==> src/rtl/approx_eval_pkg.sv <==
// Shared types and constants for the approximate-multiplier error
// characterisation sequencer and its LFSR helper.
package approx_eval_pkg;

    localparam int OPW  = 8;
    localparam int PW   = 16;
    localparam int SUMW = 33;
    localparam int CNTW = 17;

    localparam logic [15:0]     LFSR_TAPS   = 16'hB400;
    localparam logic [15:0]     DEF_SEED    = 16'hACE1;
    localparam logic [CNTW-1:0] EXH_SAMPLES = 17'd65536;

    typedef enum logic [2:0] {
        IDLE,
        LOAD,
        WAIT,
        ACC,
        DONE
    } state_t;

    // Absolute difference of two products, always non-negative.
    function automatic logic [PW-1:0] absDiff(input logic [PW-1:0] a, input logic [PW-1:0] b);
        return (a >= b) ? (a - b) : (b - a);
    endfunction

endpackage

==> src/rtl/approx_mul_eval_ctrl_lfsr16.sv <==
// 16-bit right-shifting Galois LFSR used to generate random operand pairs.
// A zero seed would lock the register at zero, so the controller always
// supplies a non-zero seed and the reset value is non-zero as well.
module lfsr16
    import approx_eval_pkg::*;
#(
    parameter logic [15:0] RESET_VAL = approx_eval_pkg::DEF_SEED
) (
    input  logic        clk,
    input  logic        rst,
    input  logic        load,
    input  logic [15:0] seed,
    input  logic        step,
    output logic [15:0] q
);

    logic [15:0] lfsr_q;
    logic [15:0] lfsr_d;

    // Next state of one Galois step: shift right, fold the taps in when a one falls out.
    always_comb begin
        lfsr_d = lfsr_q >> 1;
        if (lfsr_q[0]) begin
            lfsr_d = (lfsr_q >> 1) ^ LFSR_TAPS;
        end
    end

    // Loading a new seed takes priority over stepping.
    always_ff @(posedge clk) begin
        if (rst) begin
            lfsr_q <= RESET_VAL;
        end else if (load) begin
            lfsr_q <= seed;
        end else if (step) begin
            lfsr_q <= lfsr_d;
        end
    end

    assign q = lfsr_q;

endmodule

==> src/rtl/approx_mul_eval_ctrl.sv <==
// Error-characterisation sequencer for an external 8x8 approximate
// multiplier. Each sample: LOAD drives the operands, WAIT lets the
// combinational multiplier settle, ACC compares against the exact product
// and accumulates error count, sum of |ED| and max |ED|.
module approx_mul_eval_ctrl
    import approx_eval_pkg::*;
#(
    parameter int          W        = 8,
    parameter int          SETTLE   = 4,
    parameter logic [15:0] DEF_SEED = approx_eval_pkg::DEF_SEED
) (
    input  logic              clk,
    input  logic              rst,
    input  logic              start,
    input  logic              mode,
    input  logic [CNTW-1:0]   num_samples,
    input  logic [15:0]       seed,
    output logic [W-1:0]      mul_a,
    output logic [W-1:0]      mul_b,
    input  logic [2*W-1:0]    mul_o,
    output logic              busy,
    output logic              done,
    output logic [CNTW-1:0]   samples_done,
    output logic [CNTW-1:0]   err_count,
    output logic [SUMW-1:0]   sum_ed_abs,
    output logic [2*W-1:0]    max_ed
);

    // A settle counter of at least one bit keeps SETTLE=1 legal.
    localparam int SCW = (SETTLE > 1) ? $clog2(SETTLE) : 1;
    localparam logic [SCW-1:0] SETTLE_LAST = SCW'(SETTLE - 1);

    state_t            state_q;
    logic              mode_q;
    logic [CNTW-1:0]   target_q;
    logic [CNTW-1:0]   sweepCnt_q;
    logic [SCW-1:0]    settleCnt_q;
    logic [W-1:0]      mulA_q;
    logic [W-1:0]      mulB_q;
    logic              busy_q;
    logic              done_q;
    logic [CNTW-1:0]   samplesDone_q;
    logic [CNTW-1:0]   errCount_q;
    logic [SUMW-1:0]   sumEdAbs_q;
    logic [PW-1:0]     maxEd_q;

    logic [PW-1:0]     exactProd;
    logic [PW-1:0]     edAbs;
    logic [CNTW-1:0]   samplesDone_d;
    logic [CNTW-1:0]   errCount_d;
    logic [SUMW-1:0]   sumEdAbs_d;
    logic [PW-1:0]     maxEd_d;

    logic              startAccept;
    logic [15:0]       seedEff;
    logic              lfsrStep;
    logic [15:0]       lfsrQ;

    // A start is only honoured when the sequencer is idle or finished.
    always_comb begin
        startAccept = start && ((state_q == IDLE) || (state_q == DONE));
        seedEff     = (seed == 16'd0) ? DEF_SEED : seed;
        lfsrStep    = (state_q == ACC) && mode_q;
    end

    lfsr16 #(
        .RESET_VAL (DEF_SEED)
    ) u_lfsr (
        .clk  (clk),
        .rst  (rst),
        .load (startAccept),
        .seed (seedEff),
        .step (lfsrStep),
        .q    (lfsrQ)
    );

    // Error distance of the current sample and the accumulator values it would produce.
    always_comb begin
        exactProd     = PW'(mulA_q) * PW'(mulB_q);
        edAbs         = absDiff(exactProd, PW'(mul_o));
        samplesDone_d = samplesDone_q + CNTW'(1);
        errCount_d    = errCount_q + ((edAbs != '0) ? CNTW'(1) : CNTW'(0));
        sumEdAbs_d    = sumEdAbs_q + SUMW'(edAbs);
        maxEd_d       = (edAbs > maxEd_q) ? edAbs : maxEd_q;
    end

    // Main sequencer: owns all registered outputs and the per-sample LOAD/WAIT/ACC loop.
    always_ff @(posedge clk) begin
        if (rst) begin
            state_q       <= IDLE;
            mode_q        <= 1'b0;
            target_q      <= '0;
            sweepCnt_q    <= '0;
            settleCnt_q   <= '0;
            mulA_q        <= '0;
            mulB_q        <= '0;
            busy_q        <= 1'b0;
            done_q        <= 1'b0;
            samplesDone_q <= '0;
            errCount_q    <= '0;
            sumEdAbs_q    <= '0;
            maxEd_q       <= '0;
        end else begin
            case (state_q)
                IDLE, DONE: begin
                    done_q <= 1'b0;
                    if (start) begin
                        samplesDone_q <= '0;
                        errCount_q    <= '0;
                        sumEdAbs_q    <= '0;
                        maxEd_q       <= '0;
                        sweepCnt_q    <= '0;
                        mode_q        <= mode;
                        target_q      <= mode ? num_samples : EXH_SAMPLES;
                        if (mode && (num_samples == '0)) begin
                            state_q <= DONE;
                            done_q  <= 1'b1;
                            busy_q  <= 1'b0;
                        end else begin
                            state_q <= LOAD;
                            busy_q  <= 1'b1;
                        end
                    end
                end
                LOAD: begin
                    if (mode_q) begin
                        mulA_q <= lfsrQ[15:8];
                        mulB_q <= lfsrQ[7:0];
                    end else begin
                        mulA_q <= sweepCnt_q[15:8];
                        mulB_q <= sweepCnt_q[7:0];
                    end
                    settleCnt_q <= '0;
                    state_q     <= WAIT;
                end
                WAIT: begin
                    if (settleCnt_q == SETTLE_LAST) begin
                        state_q <= ACC;
                    end else begin
                        settleCnt_q <= settleCnt_q + SCW'(1);
                    end
                end
                ACC: begin
                    samplesDone_q <= samplesDone_d;
                    errCount_q    <= errCount_d;
                    sumEdAbs_q    <= sumEdAbs_d;
                    maxEd_q       <= maxEd_d;
                    sweepCnt_q    <= sweepCnt_q + CNTW'(1);
                    if (samplesDone_d == target_q) begin
                        state_q <= DONE;
                        done_q  <= 1'b1;
                        busy_q  <= 1'b0;
                    end else begin
                        state_q <= LOAD;
                    end
                end
                default: begin
                    state_q <= IDLE;
                    busy_q  <= 1'b0;
                    done_q  <= 1'b0;
                end
            endcase
        end
    end

    assign mul_a        = mulA_q;
    assign mul_b        = mulB_q;
    assign busy         = busy_q;
    assign done         = done_q;
    assign samples_done = samplesDone_q;
    assign err_count    = errCount_q;
    assign sum_ed_abs   = sumEdAbs_q;
    assign max_ed       = maxEd_q;

endmodule
==> config.mk <==
export PLATFORM = sky130hd
export DESIGN_NAME = approx_mul_eval_ctrl
export DESIGN_NICKNAME = d
export VERILOG_FILES = /design/src/rtl/approx_eval_pkg.sv /design/src/rtl/approx_mul_eval_ctrl_lfsr16.sv /design/src/rtl/approx_mul_eval_ctrl.sv
export SDC_FILE = /design/constraint.sdc
export NUM_CORES = 1
export LEC_CHECK = 0
export CAP_MARGIN = 20
export CORE_MARGIN = 5
export CORE_UTILIZATION = 45
export CTS_CLUSTER_DIAMETER = 60
export DETAILED_ROUTE_END_ITERATION = 7
export DONT_BUFFER_PORTS = 1
export MAX_ROUTING_LAYER = met4
export PLACE_DENSITY = 0.67
export SLEW_MARGIN = 20
export SYNTH_ARGS = -nofsm -noshare
export SYNTH_HDL_FRONTEND = slang
export SYNTH_SLANG_ARGS = --single-unit
==> constraint.sdc <==
create_clock -name clk -period 25.2 [get_ports clk]
set_input_delay 0 -clock clk [delete_from_list [all_inputs] [get_ports clk]]
set_output_delay 0 -clock clk [all_outputs]
set_load 0.005 [all_outputs]
Yosys cells after proc, flatten, opt, wreduce, memory -nomap -nowiden
Index checks and enable logic that the tools add are counted.
{ "op_classes": {"reduce_logical": 20, "magnitude_cmp": 2, "n_shift": 0, "mux": 33, "mul": 1, "addsub": 7, "eq_ne": 11, "div": 0, "n_bitwise": 2} }
{ "ops": {"columns": ["operator", "count"], "rows": [
  ["2-to-1 mux 16 bit", 7],
  ["case mux 17 bit (2 select lines)", 3],
  ["case mux 33 bit (2 select lines)", 1],
  ["adder 17 x 1 -> 17 bit (second input constant)", 2],
  ["2-to-1 mux 17 bit", 2],
  ["adder 33 x 16 -> 33 bit", 1],
  ["2-to-1 mux 33 bit", 1],
  ["case mux 16 bit (2 select lines)", 1],
  ["subtractor 16 bit", 2],
  ["adder 17 x 1 -> 17 bit", 1],
  ["equality test 17 bit", 1],
  ["zero test 17 bit", 1],
  ["greater-or-equal comparator 16 bit", 1],
  ["greater-than comparator 16 bit", 1],
  ["zero test 16 bit", 1],
  ["multiplier 8 x 8 -> 16 bit", 1],
  ["2-to-1 mux 8 bit", 2],
  ["nonzero test 16 bit", 1],
  ["2-to-1 mux 3 bit", 4],
  ["case mux 3 bit (4 select lines)", 1],
  ["AND reduction 2 bit", 5],
  ["2-to-1 mux 1 bit", 7],
  ["equality test 3 x 2 -> 1 bit (second input constant)", 2],
  ["!= test 2 bit (second input constant)", 3],
  ["16 further kinds", 24]
]} }
{ "word_totals": {"ff_bits": 157, "latchBits": 0, "ramBits": 0, "elab_cells": 90, "romBits": 0, "n_memories": 0} }

Logic depth before layout (Yosys ltp)
Gate-level depths: netlist (run 1).
{ "logic_depth": {"ltp_word": 7, "ltp_mapped": 42} }

Hierarchy
Synthesis (run 1) repeated with hierarchy kept, for this count alone.
{ "unflattened": {"cells_unflattened": 1533, "area_unflattened_um2": 12283.0} }
{ "by_module_without_submodules": {"columns": ["module", "seq_area_each_um2", "cells_each", "instances", "area_per_inst_um2"], "rows": [
  ["approx_mul_eval_ctrl", 2802.7, 1456, 1, 11487.3],
  ["lfsr16", 320.3, 77, 1, 795.8]
]} }

Worst setup path before layout (run 1)
OpenSTA, ideal clock, no wires.
{ "synth_path": {"kind": "register to register", "startpoint": "register mulB_q[7], in the netlist mul_b[7]", "endpoint": "register sumEdAbs_q[30], in the netlist sum_ed_abs[30]", "n_path_buf": 2, "arrival_ns": 8.476, "stages_incl_launch_ff": 39, "setup_slack_ns": 16.654, "path_cell_list": "dfxtp_1 nand2_1 fa_1 fa_1 inv_1 fa_1 inv_1 fa_1 inv_1 ha_1 a21oi_1 o21bai_1 a21oi_1 nor2_1 o21a_1 o41ai_1 xnor2_1 ha_1 [... 3 more ...] a21oi_1 and2_4 buf_6 buf_2 mux2i_1 xor2_1 inv_1 ha_1 and2_1 nand2_1 o2111ai_1 a31oi_1 o31ai_1 a41oi_1 nor2_1 nand4_1 or2_1 a21oi_1"} }
{ "synth_via": {"elab_chain_cells": 5} }
{ "synth_rtl": {"columns": ["element", "line_no", "source"], "rows": [
  ["start: declaration", "approx_mul_eval_ctrl.sv:39", "logic [W-1:0] mulB_q;"],
  ["start signal: assignment", "approx_mul_eval_ctrl.sv:128", "mulB_q <= lfsrQ[7:0];"],
  ["start signal: assignment", "approx_mul_eval_ctrl.sv:131", "mulB_q <= sweepCnt_q[7:0];"],
  ["multiplier 8 x 8 -> 16 bit *", "approx_mul_eval_ctrl.sv:79", "exactProd = PW'(mulA_q) * PW'(mulB_q);"],
  ["subtractor 16 bit / greater-or-equal comparator 16 bit (equally long branches)", "approx_eval_pkg.sv:24", "return (a >= b) ? (a - b) : (b - a);"],
  ["2-to-1 mux 16 bit *", "approx_eval_pkg.sv:24", null],
  ["adder 33 x 16 -> 33 bit *", "approx_mul_eval_ctrl.sv:83", "sumEdAbs_d = sumEdAbs_q + SUMW'(edAbs);"],
  ["case mux 33 bit (2 select lines) *", "approx_mul_eval_ctrl.sv:104", "case (state_q)"],
  ["end signal: assignment", "approx_mul_eval_ctrl.sv:146", "sumEdAbs_q <= sumEdAbs_d;"],
  ["end: declaration", "approx_mul_eval_ctrl.sv:44", "logic [SUMW-1:0] sumEdAbs_q;"]
]} }
Every way passes the cells marked *; elsewhere a longest branch is shown, timed or not.
A chain may end at the register's enable or synchronous reset.

Worst setup path after layout (run 1)
{ "layout_path": {"startpoint": "register mulA_q[0], in the netlist mul_a[0]", "endpoint": "register sumEdAbs_q[30], in the netlist sum_ed_abs[30]"} }
{ "layout_via": {"elab_chain_cells": 5} }
{ "layout_rtl": {"columns": ["element", "line_no", "source"], "rows": [
  ["start: declaration", "approx_mul_eval_ctrl.sv:38", "logic [W-1:0] mulA_q;"],
  ["start signal: assignment", "approx_mul_eval_ctrl.sv:127", "mulA_q <= lfsrQ[15:8];"],
  ["start signal: assignment", "approx_mul_eval_ctrl.sv:130", "mulA_q <= sweepCnt_q[15:8];"],
  ["multiplier 8 x 8 -> 16 bit *", "approx_mul_eval_ctrl.sv:79", null],
  ["subtractor 16 bit / greater-or-equal comparator 16 bit (equally long branches)", "approx_eval_pkg.sv:24", null],
  ["2-to-1 mux 16 bit *", "approx_eval_pkg.sv:24", null],
  ["adder 33 x 16 -> 33 bit *", "approx_mul_eval_ctrl.sv:83", null],
  ["case mux 33 bit (2 select lines) *", "approx_mul_eval_ctrl.sv:104", null]
]} }
Marked as above.

==> results of run 1 <==
area by class of cell:
class / count / area (µm²)
sequential: 156 / 3123
clock inverter: 14 / 203.9
fill: 2498 / 12910
multi-input combinational: 1154 / 8079
antenna: 1 / 2.502
timing repair buffer: 42 / 422.9
tap: 335 / 419.2
clock buffer: 18 / 439.2
inverter: 122 / 457.9
metal layers:
layer / GRT usage / wire length [µm] / vias to the layer above
met5: - / 0 / -
met4: 0.05339 / 601 / 0
met3: 0.05415 / 2239 / 33
met1: 0.2698 / 13990 / 5044
li1: - / - / 5207
met2: 0.3378 / 14800 / 293
state kept, by name, indices dropped and copies added (netlist names):
signal / count
done: 1
busy: 1
err_count: 17
u_lfsr.q: 16
sum_ed_abs: 33
settleCnt_q: 2
target_q: 17
sweepCnt_q: 16
mul_b: 8
samples_done: 17
state_q: 3
mode_q: 1
mul_a: 8
max_ed: 16
power by group:
group / leakage [µW] / internal (µW) / switching [µW]
clock network: 0.000316 / 171 / 115
logic: 0.00370 / 182 / 287
registers: 0.00126 / 272 / 50.7
stage by stage:
step | setup WS (ns) | cells | total power (µW) | area, µm² | hold slack (ns)
2_1_floorplan | 16.65 | 1505 | 665.3 | 11920 | 0.1360
3_3_place_gp | 16.05 | 1773 | 775.6 | 12110 | 0.1123
3_5_place_dp | 15.73 | 1773 | 781.6 | 12110 | 0.1105
4_1_cts | 15.71 | 1841 | 1082 | 13130 | 0.001251
5_1_grt | 14.86 | 1842 | 1157 | 13150 | 0.02736
6_report | 15.67 | 1842 | 1077 | 13150 | 0.03730
Yosys cell counts (5+ instances only):
master,number
nand3_1,82
a22oi_1,25
fa_1,39
and2_1,61
nor2b_1,8
a21o_1,12
a31oi_1,5
nand2b_1,14
a221oi_1,8
nand4_1,10
buf_1,6
a21oi_1,114
nor3_1,25
nor4_1,19
ha_1,108
or2_2,8
o41ai_1,7
o21a_1,18
xor2_1,19
mux2i_1,35
and3_1,21
inv_1,122
or3_1,11
a311oi_1,10
nand2_1,130
dfxtp_1,156
mux2_2,5
o31ai_1,6
clkbuf_1,64
nor2_1,155
a211oi_1,25
xnor2_1,52
o21ai_0,45
o211ai_1,12
o21bai_1,12
path summary, 6_finish.rpt:
check                                          startpoint                     endpoint  slack (ns)  depth (start not counted)
worst min register to register  target_q[14]$_SDFFE_PP0P_    target_q[14]$_SDFFE_PP0P_        0.46                          2
worst max register to register      mul_a[0]$_SDFFE_PP0P_  sum_ed_abs[30]$_SDFFE_PP0P_       15.67                         36
worst max-delay path                mul_a[0]$_SDFFE_PP0P_  sum_ed_abs[30]$_SDFFE_PP0P_       15.67                         36
worst min-delay path                       num_samples[9]            done$_SDFFE_PP0P_        0.04                          4
critical path: cells and delay by family (launching register included):
family | cells | cell delay (ns)
compound gates | 12 | 3.02
xor+xnor | 2 | 0.38
fa+ha+maj | 7 | 3.13
buf+inv | 4 | 0.28
flops | 1 | 0.54
mux | 1 | 0.26
simple gates | 10 | 1.84
repair_timing:
| action | 4_1_cts | 5_1_grt |
|---|---|---|
| hold buffers | 36 | 0 |
| setup buffers | 0 | 0 |
| hold endpoints to repair | 156 | 0 |
| gates resized for setup | 0 | 0 |
cells in the final DEF (no fill, tap or decap), drive strengths merged, types with 7 or more instances in the layout:
cell type	n
xnor2	52
nand2b	14
nor3	25
o41ai	7
a311oi	10
ha	108
o21a	18
nand2	130
a211oi	25
a22oi	26
a221oi	8
nand4	10
fa	39
o211ai	13
a21o	12
dlygate4sd3	35
clkbuf	18
mux2i	35
nor2	156
and2	63
or2	12
a21oi	115
nand3	82
or3	11
o21bai	12
dfxtp	156
xor2	19
nor4	19
o21ai	48
and3	21
buf	7
nor2b	8
inv	129
cell families after synthesis:
family,count (synthesis),share of synthesized area
XOR/XNOR,71,0.05219
multiplexers,41,0.03507
AO/OA/AOI/OAI,324,0.1770
adder cells (fa/ha/maj),147,0.1789
buffers and inverters,195,0.06227
AND/OR/NAND/NOR,571,0.2324
flip-flops,156,0.2621
==> qor.txt, run 1 <==
========================================================================================
Sequential area share after synthesis                                             0.2621
CP max stage cell                                                                   fa_1
Crit. End Element                                                               register
Static Leakage                                                               0.005285 µW
Maximum single-stage delay on the critical path                                  0.55 ns
Core Footprint                                                               0.02606 mm²
H-tree depth                                                                           4
GPL Wtd Cong                                                                      0.9065
Root cell of the clock tree                                                    clkbuf_16
Register clock-pin slew on the reported worst setup and hold paths               0.07 ns
HPWL reported at the end of detailed placement                                  22.95 mm
Number of buffers created by CTS                                                      17
Setup TNS                                                                           0 ns
Netlist area before placement                                                0.01192 mm²
Vertical die dimension                                                          172.7 µm
Die Footprint                                                                0.02983 mm²
Cell count after synthesis                                                          1505
Total GRT Usage                                                                   0.2117
CTS Sinks                                                                            156
Final design utilization                                                          0.5045
RSZ-0062 raised after global routing                                               false
Layout overhead on the synthesized area                                           10.34%
Worst Path Arrival                                                               9.87 ns
Highest Clock Rate                                                            0.1050 GHz
Endpoint required time on the critical path                                     25.54 ns
Rel. slew slack                                                                   0.3178
Count of final max-slew check failures                                                 0
Cell taking the most area after synthesis                                        dfxtp_1
Total nets after synthesis                                                          1705
Aggregate routed wire length                                                    31.63 mm
Clk buf depth                                                                          2
Pin count of the biggest net entering global routing                                 162
Worst-path maximum fanout                                                             20
Overflow left after global routing                                                     0
Share of the clock period used by the worst path after layout                     0.3781
Async set or reset register ratio after synthesis                                      0
Power per cell area                                                         81.94 mW/mm²
Average size of a mapped cell                                                  7.917 µm²
Cell types occupying the most area after synthesis                          dfxtp_1 (26%), ha_1 (11%), fa_1 (6.6%)
Count of yosys warnings during synthesis                                               0
Post-route DRC                                                                         0
Number of search-and-repair iterations in the first detailed-routing pass              6
Count of different cell masters after synthesis                                       66
Initial antenna violation count                                                        1
TritonCTS clock tree                                                                done
Worst vdd rail ir drop                                                          38.82 µV
Wire length of the first global-routing pass                                    51.87 mm
Average via count per standard cell                                                5.742
Port bufs                                                                              0
Post-layout net count                                                               1693
Slew at the pin closest to its max-slew limit                                   1.022 ns
Violation count after the first detailed-route iteration                             743
Total number of vias                                                              10.58k
Sort of element at the start of the critical path                               register
Clk_lat worst skew                                                               0.42 ns
Top-area cell type share of the netlist area                                      0.2621
Number of top-level design ports                                                     154
Number of flops mapped to enable cells by yosys                                        0
Final min period                                                                9.528 ns
Antenna-violating nets left                                                            0
Primary flip-flop cell chosen by synthesis mapping                               dfxtp_1
Fraction of layout cells with a size suffix above 1                              0.04449
Vias in the first global route                                                    10.03k
Starting density of the core                                                      0.4572
Number of cell rows                                                                   59
Endpoints failing hold                                                                 0
Flip-flop and latch count after synthesis                                            156
Clock Skew                                                                    0.01091 ns
Crit Path Category                                                          register to register
Status                                                                      finished clean
Worst min path class                                                        input pin to register
Final setup violation count                                                            0
Routed WL per cell                                                              17.17 µm
Max-cap check violation count                                                          0
Die Wd                                                                          172.7 µm
========================================================================================
No activity file was read; power rests on OpenSTA's default activity.
==> inputs of run 2 (changes only) <==
- PLACE_DENSITY: 0.67 -> 0.69
- clock period: 25.2 -> 7.6 ns (I/O delays scaled with it)
==> qor.txt, run 2 (same netlist as run 1, synthesis figures left out) <==
========================================================================================
Share of the clock period used by the worst path after layout                      1.027   was 0.3781
Violation count after the first detailed-route iteration                             954   was 743
Vias in the first global route                                                    11.38k   was 10.03k
Core Footprint                                                               0.02606 mm²   unchanged
GPL Wtd Cong                                                                      0.9121   was 0.9065
Total GRT Usage                                                                   0.2280   was 0.2117
Final setup margin                                                            -0.2018 ns   was 15.67 ns
Clk_lat worst skew                                                               0.42 ns   about the same
Worst vdd rail ir drop                                                          180.5 µV   was 38.82 µV
Root cell of the clock tree                                                    clkbuf_16   unchanged
Pin count of the biggest net entering global routing                                 162   unchanged
Most common cell after layout, fill and taps aside                                nor2_1   was dfxtp_1
Antenna-violating nets left                                                            0   unchanged
Design internal power                                                            2496 µW   was 625.0 µW
Switching power summed over all nets                                             1818 µW   was 452.3 µW
Sequential group share of total power                                              0.241   was 0.300
Count of final max-slew check failures                                                 0   unchanged
Fin area                                                                     0.01618 mm²   was 0.01315 mm²
Number of search-and-repair iterations in the first detailed-routing pass              5   was 6
Final min period                                                                7.802 ns   was 9.528 ns
HPWL reported at the end of detailed placement                                  24.28 mm   was 22.95 mm
Flip-flop count of the largest register after layout                                  33   unchanged
Overflow left after global routing                                                     0   unchanged
Starting density of the core                                                      0.4572   unchanged
Clk buf depth                                                                          2   unchanged
Total number of vias                                                              11.77k   was 10.58k
Global-route met2 utilization                                                     0.3811   was 0.3378
Endpoints failing hold                                                                62   was 0
Slew at the pin closest to its max-slew limit                                  0.9838 ns   was 1.022 ns
Port bufs                                                                              0   unchanged
Number of buffers created by CTS                                                      17   unchanged
Met1 Use GR                                                                       0.2758   was 0.2698
Cell mode on critical path                                                          fa_1
Number of cell rows                                                                   59   unchanged
Post-layout net count                                                               1915   was 1693
Initial antenna violation count                                                        0   was 1
Register clock-pin slew on the reported worst setup and hold paths               0.06 ns   was 0.07 ns
Violated checks                                                             hold timing, setup timing
Minimum hold slack                                                            -0.3049 ns   was 0.03730 ns
Part of the power in combinational logic                                           0.565   was 0.435
TritonCTS clock tree                                                                done   unchanged
Rel. slew slack                                                                   0.3441   was 0.3178
Worst Path Arrival                                                               8.15 ns   was 9.87 ns
CTS Sinks                                                                            156   unchanged
Die Wd                                                                          172.7 µm   unchanged
Crit. End Element                                                               register   unchanged
Power per cell area                                                         266.6 mW/mm²   was 81.94 mW/mm²
Worst-path maximum fanout                                                              8   was 20
Average via count per standard cell                                                5.706   was 5.742
Sort of element at the start of the critical path                               register   unchanged
Routed WL per cell                                                              17.55 µm   was 17.17 µm
H-tree depth                                                                           4   unchanged
RSZ-0062 raised after global routing                                                true   was false
Maximum single-stage delay on the critical path                                  0.50 ns   was 0.55 ns
CP max stage cell                                                                   fa_1   unchanged
Total power after layout                                                         4313 µW   was 1077 µW
Crit Path Category                                                          register to register   unchanged
Max-cap check violation count                                                          0   unchanged
Endpoint required time on the critical path                                      7.95 ns   was 25.54 ns
Status                                                                      complete, but fails checks   was finished clean
Aggregate routed wire length                                                    36.21 mm   was 31.63 mm
Worst min path class                                                        input pin to register   unchanged
Most frequent cells in the layout                                           nor2_1 (147), dfxtp_1 (142), buf_4 (131), nand2_1 (119), inv_1 (110)   was dfxtp_1 (156), nor2_1 (154), nand2_1 (129), inv_1 (122), a21oi_1 (114)
Hold buffer count at CTS                                                             105   was 36
Setup slack of the most critical reg-to-reg path                                -0.20 ns   was 15.67 ns
Number of diodes                                                                       0   was 1
Number of top-level design ports                                                     154   unchanged
Post-place instance area                                                     0.01318 mm²   was 0.01211 mm²
Fraction of layout cells with a size suffix above 1                               0.2315   was 0.04449
Number of cells traversed by the worst register-to-register path                      40   was 36
Grt peak-use layer                                                                  met2   unchanged
Vertical die dimension                                                          172.7 µm   unchanged
Met3 layer usage reported by global route                                        0.05742   was 0.05415
Sw frac                                                                           0.4214   was 0.4199
Clock Skew                                                                    0.01273 ns   was 0.01091 ns
Wire length of the first global-routing pass                                    56.20 mm   was 51.87 mm
Static Leakage                                                               0.006782 µW   was 0.005285 µW
Highest Clock Rate                                                            0.1282 GHz   was 0.1050 GHz
Clock network fraction of design power                                             0.194   was 0.265
Post-route DRC                                                                         0   unchanged
Layout overhead on the synthesized area                                           35.78%   was 10.34%
Final setup violation count                                                           43   was 0
Number of cells on the worst hold path                                                 1   was 4
Die Footprint                                                                0.02983 mm²   unchanged
========================================================================================
==> run 2: cell count changes in the layout (fill, tap and decap cells not counted), moves of 10 or more <==
cell | previous run | this run
a21oi_2 | 1 | 33
a21oi_1 | 114 | 77
nand3_1 | 82 | 71
ha_1 | 108 | 86
dfxtp_1 | 156 | 142
buf_4 | 6 | 131
ha_4 | 0 | 17
inv_1 | 122 | 110
inv_2 | 0 | 12
dlygate4sd3_1 | 35 | 103
buf_6 | 0 | 26
nand2_1 | 129 | 119
==> run 2: through the flow <==
step,cells,worst slack [ns],utilization,setup TNS [ns],hold slack (ns)
after floorplan,1505,-0.1283,-,-0.4057,0.1360
after global placement,1883,-0.2417,0.5056,-3.517,0.1175
after detailed placement,1883,-0.4676,0.5056,-13.29,0.1197
after CTS,2048,-0.1622,0.5883,-3.728,-0.3325
after global routing,2063,-0.5745,0.6208,-22.52,-0.3353
final,2063,-0.2018,0.6208,-4.696,-0.3049
==> run 2: path summary, 6_finish.rpt <==
| kind | end | from |
|---|---|---|
| max | err_count[16]$_SDFFE_PP0P_ | mul_b[4]$_SDFFE_PP0P_ |
| min reg2reg | max_ed[8]$_SDFFE_PP0P_ | max_ed[8]$_SDFFE_PP0P_ |
| min | max_ed[3]$_SDFFE_PP0P_ | rst |
| max reg2reg | err_count[16]$_SDFFE_PP0P_ | mul_b[4]$_SDFFE_PP0P_ |
==> run 2: routing by layer <==
layer,up-vias,wire [µm]
met5,-,0
met4,0,561
met3,53,2652
met2,358,17810
met1,5706,15180
li1,5654,-
==> run 2: final cells by class <==
class                   count  area (µm²)
repair buffers            263        2377
inverters                 122       457.9
multi-input cells        1155        9189
well taps                 335       419.2
flip-flops and latches    156        3163
clock inverters            14       132.6
fillers                  2126        9881
clock buffers              18       439.2
==> run 2: what timing repair did <==
item,4_1_cts,5_1_grt
pin swaps,40,80
endpoints found under the hold margin,156,62
resized for setup,64,147
cloned,3,1
setup buffers,25,18
endpoints found under the setup margin,54,62
==> run 2: power by group through the flow <==
stage	combinational (µW)	clock (µW)	sequential, µW
detailed placement	1870	0	1050
global placement	1840	0	1050
global route	2660	887	1050
finish	2440	836	1040
floorplan	1250	0	1010
CTS	2120	853	1040
==> run 2: worst max-delay path: cells and delay by family, from the launching register on <==
family,cells,cell delay [ns]
fa+ha+maj,8,2.96
simple gates,16,2.20
compound gates,9,1.51
flops,1,0.40
buf+inv,5,0.33
xor+xnor,2,0.33
==> inputs of run 3 (changes only) <==
==> constraint.sdc (replaced) <==
create_clock -name clk -period 7.6 [get_ports clk]
set_input_delay 0.76 -clock clk [delete_from_list [all_inputs] [get_ports clk]]
set_output_delay 0.76 -clock clk [all_outputs]
set_load 0.005 [all_outputs]
==> qor.txt, run 3 (same netlist as run 1, synthesis figures left out) <==
========================================================================================
Status                                                                      complete, but fails checks   unchanged
Violated checks                                                             setup timing   was hold timing, setup timing
Grt peak-use layer                                                                  met2   unchanged
Endpoints failing hold                                                                 0   was 62
TritonCTS clock tree                                                                done   unchanged
Fraction of layout cells with a size suffix above 1                               0.2446   was 0.2315
Overflow left after global routing                                                     0   unchanged
Die Footprint                                                                0.02983 mm²   unchanged
Die Wd                                                                          172.7 µm   unchanged
Antenna-violating nets left                                                            0   unchanged
Worst vdd rail ir drop                                                          164.5 µV   was 180.5 µV
Most frequent cells in the layout                                           nor2_1 (148), dfxtp_1 (142), buf_4 (131), nand2_1 (120), inv_1 (109)   was nor2_1 (147), dfxtp_1 (142), buf_4 (131), nand2_1 (119), inv_1 (110)
Sort of element at the start of the critical path                               register   unchanged
Core Footprint                                                               0.02606 mm²   unchanged
Global-route met2 utilization                                                     0.3559   was 0.3811
Slew at the pin closest to its max-slew limit                                  0.9875 ns   was 0.9838 ns
Sequential group share of total power                                              0.248   was 0.241
Start point of the critical path                                            mul_b[4]$_SDFFE_PP0P_   unchanged
Number of top-level design ports                                                     154   unchanged
Design internal power                                                            2411 µW   was 2496 µW
Clock network fraction of design power                                             0.198   was 0.194
Switching power summed over all nets                                             1781 µW   was 1818 µW
Highest Clock Rate                                                            0.1271 GHz   was 0.1282 GHz
Part of the power in combinational logic                                           0.554   was 0.565
Start of the worst register-to-register path                                mul_b[4]$_SDFFE_PP0P_   unchanged
Maximum single-stage delay on the critical path                                  0.50 ns   about the same
Crit. End Element                                                               register   unchanged
Aggregate routed wire length                                                    34.14 mm   was 36.21 mm
CP max stage cell                                                                   fa_1   unchanged
Routed WL per cell                                                              17.43 µm   was 17.55 µm
Vertical die dimension                                                          172.7 µm   unchanged
Final setup violation count                                                           47   was 43
Final design utilization                                                          0.5792   was 0.6208
H-tree depth                                                                           4   unchanged
Hold buffer count at CTS                                                               0   was 105
Clk buf depth                                                                          2   unchanged
Worst flop-to-flop path endpoint                                            max_ed[11]$_SDFFE_PP0P_   was err_count[16]$_SDFFE_PP0P_
Total GRT Usage                                                                   0.2168   was 0.2280
Post-layout net count                                                               1810   was 1915
Static Leakage                                                               0.006113 µW   was 0.006782 µW
Vias in the first global route                                                    10.68k   was 11.38k
Share of the clock period used by the worst path after layout                      1.035   was 1.027
Register clock-pin slew on the reported worst setup and hold paths               0.06 ns   about the same
Initial antenna violation count                                                        0   unchanged
Root cell of the clock tree                                                    clkbuf_16   unchanged
Number of buffers created by CTS                                                      17   unchanged
Wire length of the first global-routing pass                                    53.36 mm   was 56.20 mm
Sw frac                                                                           0.4248   was 0.4214
Average via count per standard cell                                                5.715   was 5.706
Setup slack of the most critical reg-to-reg path                                -0.27 ns   was -0.20 ns
Post-route DRC                                                                         0   unchanged
Number of cell rows                                                                   59   unchanged
Port bufs                                                                              0   unchanged
GPL Wtd Cong                                                                      0.9121   unchanged
Pin count of the biggest net entering global routing                                 162   unchanged
End point of the critical path                                              max_ed[11]$_SDFFE_PP0P_   was err_count[16]$_SDFFE_PP0P_
Crit Path Category                                                          register to register   unchanged
HPWL reported at the end of detailed placement                                  24.28 mm   unchanged
Final setup margin                                                            -0.2657 ns   was -0.2018 ns
Layout overhead on the synthesized area                                           26.66%   was 35.78%
Max-cap check violation count                                                          0   unchanged
Met1 Use GR                                                                       0.2678   was 0.2758
RSZ-0062 raised after global routing                                                true   unchanged
Number of cells traversed by the worst register-to-register path                      38   was 40
Endpoint required time on the critical path                                      7.93 ns   was 7.95 ns
Met3 layer usage reported by global route                                        0.05742   unchanged
Minimum hold slack                                                             0.4673 ns   was -0.3049 ns
Most common cell after layout, fill and taps aside                                nor2_1   unchanged
Number of search-and-repair iterations in the first detailed-routing pass              5   unchanged
Filler Cells Inserted                                                               2248   was 2126
CTS Sinks                                                                            156   unchanged
Starting density of the core                                                      0.4572   unchanged
Worst-path maximum fanout                                                              8   unchanged
Worst Path Arrival                                                               8.20 ns   was 8.15 ns
Rel. slew slack                                                                   0.3416   was 0.3441
Clk_lat worst skew                                                               0.42 ns   about the same
Worst min path class                                                        register to register   was input pin to register
Final min period                                                                7.866 ns   was 7.802 ns
Count of final max-slew check failures                                                 0   unchanged
Clock Skew                                                                    0.01352 ns   was 0.01273 ns
Flip-flop count of the largest register after layout                                  33   unchanged
Power per cell area                                                         277.8 mW/mm²   was 266.6 mW/mm²
Number of diodes                                                                       0   unchanged
Violation count after the first detailed-route iteration                             872   was 954
Total number of vias                                                              11.19k   was 11.77k
========================================================================================
-- run 3: cell count changes in the layout (fill, tap and decap cells not counted), sizes merged --
cell         before  now
dlygate4sd3     103    0
buf             158  156
-- run 3: layout make-up --
cell class / count / area (µm²) / area share
multi-input combinational: 1155 / 9156 / 0.6067
sequential: 156 / 3163 / 0.2096
timing repair buffer: 158 / 1324 / 0.08771
inverter: 122 / 457.9 / 0.03034
clock buffer: 18 / 439.2 / 0.02910
tap: 335 / 419.2 / 0.02777
clock inverter: 14 / 132.6 / 0.008788
-- run 3: through the flow --
stage / total power, µW / area [µm²] / setup TNS (ns) / instances / setup slack [ns]
2_1_floorplan: 2266 / 12150 / -0.4057 / 1505 / -0.1283
6_report: 4192 / 15090 / -5.435 / 1958 / -0.2657
3_3_place_gp: 2886 / 13180 / -3.517 / 1883 / -0.2417
3_5_place_dp: 2925 / 13180 / -13.29 / 1883 / -0.4676
4_1_cts: 3910 / 14280 / -3.728 / 1943 / -0.1622
5_1_grt: 4485 / 15090 / -23.12 / 1958 / -0.5531
-- run 3: how the worst min path moves through the flow --
stage	startpoint	to	slack, ns	depth (start not counted)
4_1_cts	rst	mul_a[2]$_SDFFE_PP0P_	0.42	1
2_1_floorplan	target_q[11]$_SDFFE_PP0P_	target_q[11]$_SDFFE_PP0P_	0.44	2
5_1_grt	rst	max_ed[3]$_SDFFE_PP0P_	0.44	1
3_3_place_gp	target_q[8]$_SDFFE_PP0P_	target_q[8]$_SDFFE_PP0P_	0.45	2
6_report	target_q[15]$_SDFFE_PP0P_	target_q[15]$_SDFFE_PP0P_	0.47	2
3_5_place_dp	target_q[11]$_SDFFE_PP0P_	target_q[11]$_SDFFE_PP0P_	0.46	2
-- run 3: worst max-delay path, delay by kind of cell, from the launching register on --
family,cells,cell delay [ns]
adders and majority gates,7,2.76
and+or+nand+nor,8,1.43
AOI/OAI and AO/OA,12,1.75
muxes,1,0.31
buffers and inverters,8,0.85
xor gates and xnor gates,2,0.30
DFF,1,0.40
-- run 3: timing repair --
action / CTS / global route
gates resized for setup: 64 / 139
buffers inserted: 25 / 15
pin swaps: 40 / 60
hold endpoints to repair: 0 / 0
cloned: 3 / 1
endpoints found under the setup margin: 54 / 60
-- run 3: layer usage --
layer | part of all wire | up-vias
li1 | - | 5433
met1 | 0.43 | 5356
met2 | 0.48 | 332
met3 | 0.070 | 68
met4 | 0.026 | 0
met5 | 0 | -
-- run 3: power groups by stage --
stage                     combinational, µW  clock (µW)  sequential, µW
after floorplan                        1250           0            1010
after global placement                 1840           0            1050
after detailed placement               1870           0            1050
after CTS                              2020         853            1040
after global routing                   2550         888            1050
final                                  2320         832            1040
